--- config.mk ---
export PLATFORM = sky130hd
export DESIGN_NAME = multi_cycle_div
export DESIGN_NICKNAME = d
export VERILOG_FILES = /design/src/rtl/mcdiv_pkg.sv /design/src/rtl/div_step.sv /design/src/rtl/multi_cycle_div.sv
export SDC_FILE = /design/constraint.sdc
export NUM_CORES = 1
export LEC_CHECK = 0
export ABC_AREA = 1
export BUFFER_PORTS_ARGS = -buffer_cell sky130_fd_sc_hd__buf_2
export CELL_PAD_IN_SITES_DETAIL_PLACEMENT = 0
export CELL_PAD_IN_SITES_GLOBAL_PLACEMENT = 1
export CORE_ASPECT_RATIO = 1.25
export CORE_MARGIN = 2
export CORE_UTILIZATION = 44
export CTS_CLUSTER_SIZE = 14
export DETAILED_ROUTE_END_ITERATION = 16
export GPL_TIMING_DRIVEN = 0
export PLACE_DENSITY_LB_ADDON = 0.1
export SLEW_MARGIN = 20
export SYNTH_ARGS = -nofsm -noshare
export SYNTH_HDL_FRONTEND = slang
export SYNTH_SLANG_ARGS = --single-unit
--- constraint.sdc ---
create_clock -name clock -period 3.1 [get_ports clock]
set_clock_uncertainty 0.2 [all_clocks]
set_input_delay 0 -clock clock [delete_from_list [all_inputs] [get_ports clock]]
set_output_delay 0 -clock clock [all_outputs]
set_load 0.01 [all_outputs]
--- src/rtl/mcdiv_pkg.sv ---
// Shared types and constants for the iterative restoring divider.
package mcdiv_pkg;

  typedef enum logic [1:0] {
    IDLE = 2'd0,
    CALC = 2'd1,
    FIX  = 2'd2
  } state_e;

  localparam int unsigned MAX_WIDTH = 64;

  // Quotient returned on divide-by-zero, sliced down to the instance width.
  localparam logic [MAX_WIDTH-1:0] DIV_ZERO_QUO = '1;

  function automatic int unsigned cnt_width(input int unsigned width);
    return $clog2(width);
  endfunction

endpackage

--- src/rtl/div_step.sv ---
// One radix-2 restoring iteration: shift in a dividend bit, trial-subtract the divisor.
module div_step
  import mcdiv_pkg::*;
#(
  parameter int unsigned WIDTH = 32
) (
  input  logic [WIDTH-1:0] rem,
  input  logic             dvd_bit,
  input  logic [WIDTH-1:0] divisor,
  output logic [WIDTH-1:0] rem_next,
  output logic             q_bit
);

  logic [WIDTH:0]   shifted;
  logic [WIDTH+1:0] trial;
  logic             unused_hi;

  assign shifted  = {rem, dvd_bit};
  assign trial    = {1'b0, shifted} - {2'b00, divisor};
  assign q_bit    = ~trial[WIDTH+1];
  // Partial remainder stays below the divisor, so the top bits are never needed.
  assign rem_next = q_bit ? trial[WIDTH-1:0] : shifted[WIDTH-1:0];
  assign unused_hi = trial[WIDTH] ^ shifted[WIDTH];

endmodule

--- src/rtl/multi_cycle_div.sv ---
// Iterative signed/unsigned radix-2 divider with busy/done handshake and flush cancel.
module multi_cycle_div
  import mcdiv_pkg::*;
#(
  parameter int unsigned WIDTH = 32
) (
  input  logic             clock,
  input  logic             resetn,
  input  logic             start,
  input  logic             cancel,
  input  logic             flag_unsigned,
  input  logic [WIDTH-1:0] operand1,
  input  logic [WIDTH-1:0] operand2,
  output logic [WIDTH-1:0] quotient,
  output logic [WIDTH-1:0] remainder,
  output logic             div_zero,
  output logic             busy,
  output logic             done
);

  localparam int unsigned      CW       = cnt_width(WIDTH);
  localparam logic [WIDTH-1:0] ZERO_QUO = DIV_ZERO_QUO[WIDTH-1:0];

  state_e           state_q, state_d;
  logic [CW-1:0]    count_q, count_d;
  logic [WIDTH-1:0] dvd_q, dvd_d, dsr_q, dsr_d, rem_q, rem_d, quo_q, quo_d;
  logic             neg_quo_q, neg_quo_d, neg_rem_q, neg_rem_d, zero_q, zero_d;
  logic [WIDTH-1:0] quotient_d, remainder_d;
  logic             div_zero_d, busy_d, done_d;

  logic [WIDTH-1:0] abs1_c, abs2_c, step_rem_c;
  logic             step_bit_c, accept_c;

  assign abs1_c   = (!flag_unsigned && operand1[WIDTH-1]) ? (~operand1 + WIDTH'(1)) : operand1;
  assign abs2_c   = (!flag_unsigned && operand2[WIDTH-1]) ? (~operand2 + WIDTH'(1)) : operand2;
  assign accept_c = start && !cancel;

  div_step #(.WIDTH(WIDTH)) u_step (
    .rem      (rem_q),
    .dvd_bit  (dvd_q[WIDTH-1]),
    .divisor  (dsr_q),
    .rem_next (step_rem_c),
    .q_bit    (step_bit_c)
  );

  always_ff @(posedge clock or negedge resetn) begin
    if (!resetn) state_q <= IDLE;
    else         state_q <= state_d;
  end

  always_comb begin
    state_d = state_q;
    unique case (state_q)
      IDLE: if (accept_c) state_d = (abs2_c == '0) ? FIX : CALC;
      CALC: begin
        if (cancel)              state_d = IDLE;
        else if (count_q == '0)  state_d = FIX;
      end
      FIX:     state_d = IDLE;
      default: state_d = IDLE;
    endcase
  end

  always_comb begin
    count_d     = count_q;
    dvd_d       = dvd_q;
    dsr_d       = dsr_q;
    rem_d       = rem_q;
    quo_d       = quo_q;
    neg_quo_d   = neg_quo_q;
    neg_rem_d   = neg_rem_q;
    zero_d      = zero_q;
    quotient_d  = quotient;
    remainder_d = remainder;
    div_zero_d  = div_zero;
    busy_d      = busy;
    done_d      = 1'b0;
    unique case (state_q)
      IDLE: begin
        if (accept_c) begin
          dvd_d     = abs1_c;
          dsr_d     = abs2_c;
          quo_d     = '0;
          neg_quo_d = !flag_unsigned && (operand1[WIDTH-1] ^ operand2[WIDTH-1]);
          neg_rem_d = !flag_unsigned && operand1[WIDTH-1];
          zero_d    = (abs2_c == '0);
          count_d   = CW'(WIDTH - 1);
          busy_d    = 1'b1;
          // Divide-by-zero reuses the remainder sign fix to hand back the raw dividend.
          rem_d     = (abs2_c == '0) ? abs1_c : '0;
        end
      end
      CALC: begin
        if (cancel) begin
          busy_d = 1'b0;
        end else begin
          rem_d   = step_rem_c;
          quo_d   = {quo_q[WIDTH-2:0], step_bit_c};
          dvd_d   = {dvd_q[WIDTH-2:0], 1'b0};
          count_d = count_q - CW'(1);
        end
      end
      FIX: begin
        busy_d = 1'b0;
        if (!cancel) begin
          quotient_d  = zero_q ? ZERO_QUO : (neg_quo_q ? (~quo_q + WIDTH'(1)) : quo_q);
          remainder_d = neg_rem_q ? (~rem_q + WIDTH'(1)) : rem_q;
          div_zero_d  = zero_q;
          done_d      = 1'b1;
        end
      end
      default: busy_d = 1'b0;
    endcase
  end

  always_ff @(posedge clock or negedge resetn) begin
    if (!resetn) begin
      count_q   <= '0;
      dvd_q     <= '0;
      dsr_q     <= '0;
      rem_q     <= '0;
      quo_q     <= '0;
      neg_quo_q <= 1'b0;
      neg_rem_q <= 1'b0;
      zero_q    <= 1'b0;
      quotient  <= '0;
      remainder <= '0;
      div_zero  <= 1'b0;
      busy      <= 1'b0;
      done      <= 1'b0;
    end else begin
      count_q   <= count_d;
      dvd_q     <= dvd_d;
      dsr_q     <= dsr_d;
      rem_q     <= rem_d;
      quo_q     <= quo_d;
      neg_quo_q <= neg_quo_d;
      neg_rem_q <= neg_rem_d;
      zero_q    <= zero_d;
      quotient  <= quotient_d;
      remainder <= remainder_d;
      div_zero  <= div_zero_d;
      busy      <= busy_d;
      done      <= done_d;
    end
  end

endmodule

==> run summary <==
The flow ran to the end, and the final reports show no timing, DRC or antenna violations. At the worst endpoint, the required time is around 3.3 ns. For this run, the post-layout net count is roughly 2,400.

The average cell area after synthesis came out at ~7 sq um. The cell at the root of the clock tree is clkbuf_16. The total count of hold-check failures in the final report is 0. The global-route usage over all layers is 31.2%. The number of vias per cell after detailed routing came out at around 5.3. The fill cell total of the finished layout came out at between 3,000 and 4,000. The path type of the worst setup path is flip-flop to flip-flop. The max-capacitance violation count came out at 0.

TritonCTS created 22 clock buffers. The flop and latch count out of synthesis is 205. The worst setup timing slack at the placement stage came out at -0.205 ns. The warning count from the yosys run is 0. The routed wire length per instance is 18.7 microns. The total die area came out at 0.0333 sq mm. The total nets after synthesis came out at roughly 2,200. The post-route netlist has 12.1% of its cells at a drive strength greater than 1.

The synthesis-to-finish area growth came out at 25.0%. The static leakage is between 8 and 9 nW. The signal arrival time at the worst endpoint is between 3 and 4 ns.

The peak fanout along the critical path came out at 10. The part of the power in combinational logic came out at 61.3%. The number of placed instances with taps included came out at 2,598.

The post-route cell area is between 0.015 and 0.02 sq mm. The summed instance area of the synthesized netlist is between 0.01 and 0.015 sq mm. The count of boundary I/O pins is 136. The width of the die came out at roughly 160 microns. The total wire length came out at between 50,000 and 60,000 microns.

The first-pass GRT wire length came out at around 80,000 microns. The count of clock tree sinks came out at approximately 200. The count of TritonRoute iterations in the first routing pass is 6.

The nature of the critical path startpoint is a flip-flop. Setup violations remaining at the end of the flow were counted as 0. The number of buffers added on ports is roughly 140. Power comes to 19.5 mW.

The gate count of the mapped netlist came out at ~2,000. The effective utilization at floorplan is approximately 44%. The slew at the pin with the worst max-slew slack is 0.953 ns. The power spent charging and discharging nets is roughly 10 mW. The count of routing violations after the opening detailed-route iteration came out at a little over 900. CTS built an H-tree with a depth of 1.

The fraction of power consumed by sequential logic is approximately a quarter. The count of flip-flops with a built-in enable after synthesis came out at 0. The clock period minus worst slack came out at around 3 ns.

Detailed placement finished with a half-perimeter wire length of 40,600 microns. Along the worst hold path, the cell count comes to 7. The core occupancy in the finished layout is 55.4%. The routed via count is 14,700. The number of antenna violations at the first check in global routing came out at 0. After the flow finishes, the layout carries non-filler instances totaling approximately 2,800. The weighted congestion at the end of routability-driven global placement came out at about 1. The register area share after synthesis is between 30% and 40%. Cell internal power was estimated by the tool at 9.43 mW. The worst hold-check path type is input port to flip-flop.

The worst reg2reg path depth came out at 9. The power per unit of standard cell area came out at about 1100 mW/mm^2. Measured against its own limit, the worst slew margin works out to a little over a third.

The count of final max-slew check failures came to 0. TritonCTS built the clock tree. The pin count of the biggest net entering global routing came out at between 90 and 100.

The total global routing overflow is 0. The y dimension of the die came out at between 200 and 250 microns. The clock network power share is between 10% and 20%. The row count is 73. IR analysis of the VDD net gives a maximum drop of ~0.00061 V.

The highest clock frequency the design can meet came out at between 300 and 400 MHz. Summing all multi-input logic gate instances after layout gives between 0.007 and 0.008 sq mm. The clock latency on the worst-skew pair came out at 0.53 ns. The most common flop cell mapped by yosys is dfrtp_1. The part of the cycle the worst path needs came out at between 90% and 100%.

After layout, the worst setup slack is ~0.086 ns. The post-route antenna net violation count came out at 0. Of the total power, the share spent switching nets is 51.6%. The CTS clock-pin slew for the worst setup and hold paths is 0.06 ns. The via count of the first global-routing pass came out at 14,700. The area of all sequential standard cells is 0.00514 sq mm. The antenna diode instance count came out at 0. The placement-stage cell area is between 0.015 and 0.02 sq mm.

The core area is 0.0316 sq mm. The sort of element at the end of the critical path is a flip-flop. The fraction of synthesis flops using an asynchronous set or reset pin came out at 100%. The synthesized netlist contains roughly 50 unique library cells.

No sink is reached through more buffers than the 3 on the longest clock path. The count of unresolved DRC violations after routing came out at 0.
state kept, by name (all words and copies together), names as in the netlist:
name / flops
dsr_q: 32
dvd_q: 32
quo_q: 32
quotient: 32
rem_q: 32
remainder: 32
count_q: 5
state_q: 2
busy: 1
div_zero: 1
done: 1
neg_quo_q: 1
neg_rem_q: 1
zero_q: 1
area by class of cell:
type | count | share of cell area (%)
tap | 412 | 2.94
sequential | 205 | 29.3
inverter | 261 | 5.59
timing repair buffer | 263 | 11.5
multi-input combinational | 1510 | 44.5
clock inverter | 5 | 0.493
clock buffer | 32 | 3.76
buffer | 72 | 1.96
per-stage QoR:
step                      hold slack (ns)  setup TNS, ns
after floorplan                    -0.496              0
after global placement              0.135        -333.15
after global routing               0.0861       -0.00376
final                              0.0354              0
after CTS                         0.00858        -0.0164
after detailed placement           -0.285          -1.92
metal layers:
metal	part of all wire [%]	vias to the layer above	wire, microns	GRT usage, %
li1	-	7270	-	-
met1	40	6922	20400	36.0
met2	51	428	26000	56.9
met3	4.1	108	2100	2.36
met4	5.8	0	2990	16.4
met5	0	-	0	0
worst max-delay path: stages (launching register included):
cell	delay, ns
dfrtp_1	0.41
nor3_1	0.50
clkinv_1	0.41
nor2_2	0.43
inv_1	0.13
clkbuf_1	0.35
a21oi_1	0.22
o21ai_0	0.11
o21ai_0	0.08
inv_1	0.05
Yosys cell counts, types with 9 or more instances:
master	number	share of area, %
nor2_1	201	5.4
a21oi_1	95	3.4
nand3_1	177	6.3
nor3_1	31	1.1
a31oi_1	9	0.40
xnor2_1	16	1.0
o22ai_1	41	1.8
o21ai_0	155	5.5
a22oi_1	16	0.86
nand2_1	552	15
inv_1	252	6.8
o22a_1	12	0.75
nand4_1	23	1.0
dfrtp_1	205	37
ha_1	38	3.4
clkbuf_1	50	1.3
o211ai_1	12	0.64
buf_2	15	0.54
xor2_1	51	3.2
cell families (layout without fill, tap and decap cells):
logic type	count (synthesis)	after routing	share of synthesized area, %
AOI/OAI and AO/OA	381	381	15.6
xor gates and xnor gates	67	67	4.19
adders and majority gates	39	39	3.54
and+or+nand+nor	1023	1023	30.8
buffers and inverters	334	633	9.32
DFF	205	205	36.6
power by group through the flow:
stage	logic (mW)	registers, mW	clock network, mW
4_1_cts	11.6	4.75	2.78
3_3_place_gp	11.2	4.75	0
5_1_grt	13.2	4.90	2.89
6_report	11.9	4.80	2.73
2_1_floorplan	7.31	4.62	0
3_5_place_dp	11.2	4.78	0
layout by cell type, fill, tap and decap left out, types with 4 or more instances in the layout:
cell | netlist | layout
clkbuf_16 | 0 | 22
a22oi_1 | 16 | 16
nand4_1 | 23 | 23
nand2_2 | 5 | 5
o21ai_1 | 8 | 12
nor2_1 | 201 | 188
nand3_1 | 177 | 172
dlygate4sd3_1 | 0 | 119
o211ai_1 | 12 | 12
nand2_1 | 552 | 551
nor2_4 | 7 | 8
nor2_2 | 5 | 17
ha_4 | 0 | 7
xnor2_1 | 16 | 15
nand3b_1 | 7 | 7
o22ai_1 | 41 | 41
clkbuf_2 | 0 | 6
dfrtp_1 | 205 | 199
o22a_1 | 12 | 12
buf_4 | 5 | 12
nand3_2 | 2 | 7
clkbuf_1 | 50 | 46
o21a_1 | 4 | 4
a21oi_1 | 95 | 92
inv_1 | 252 | 250
dfrtp_2 | 0 | 6
xor2_1 | 51 | 50
a21o_1 | 8 | 8
buf_2 | 15 | 145
o21ai_0 | 155 | 151
inv_2 | 6 | 9
ha_1 | 38 | 30
nor3_1 | 31 | 29
a31oi_1 | 9 | 9
or2_2 | 7 | 7
clkbuf_8 | 0 | 7
o31ai_1 | 5 | 5
repair_timing:
item,CTS,global route
endpoints found under the setup margin,33,89
hold endpoints to repair,307,0
pin swaps,0,10
setup buffers,0,6
gates resized for setup,19,48
hold buffers,120,0
final timing paths:
check / start / end / slack, ns
max: state_q[0] / quotient[25] / 0.09
min in group asynchronous: resetn / quotient[3] / 0.41
min reg2reg: remainder[15] / remainder[15] / 0.28
max in group asynchronous: resetn / rem_q[11] / 1.75
min: flag_unsigned / dsr_q[7] / 0.04
max reg2reg: state_q[0] / quotient[25] / 0.09
Note: power is estimated with default switching activity, not from simulation.
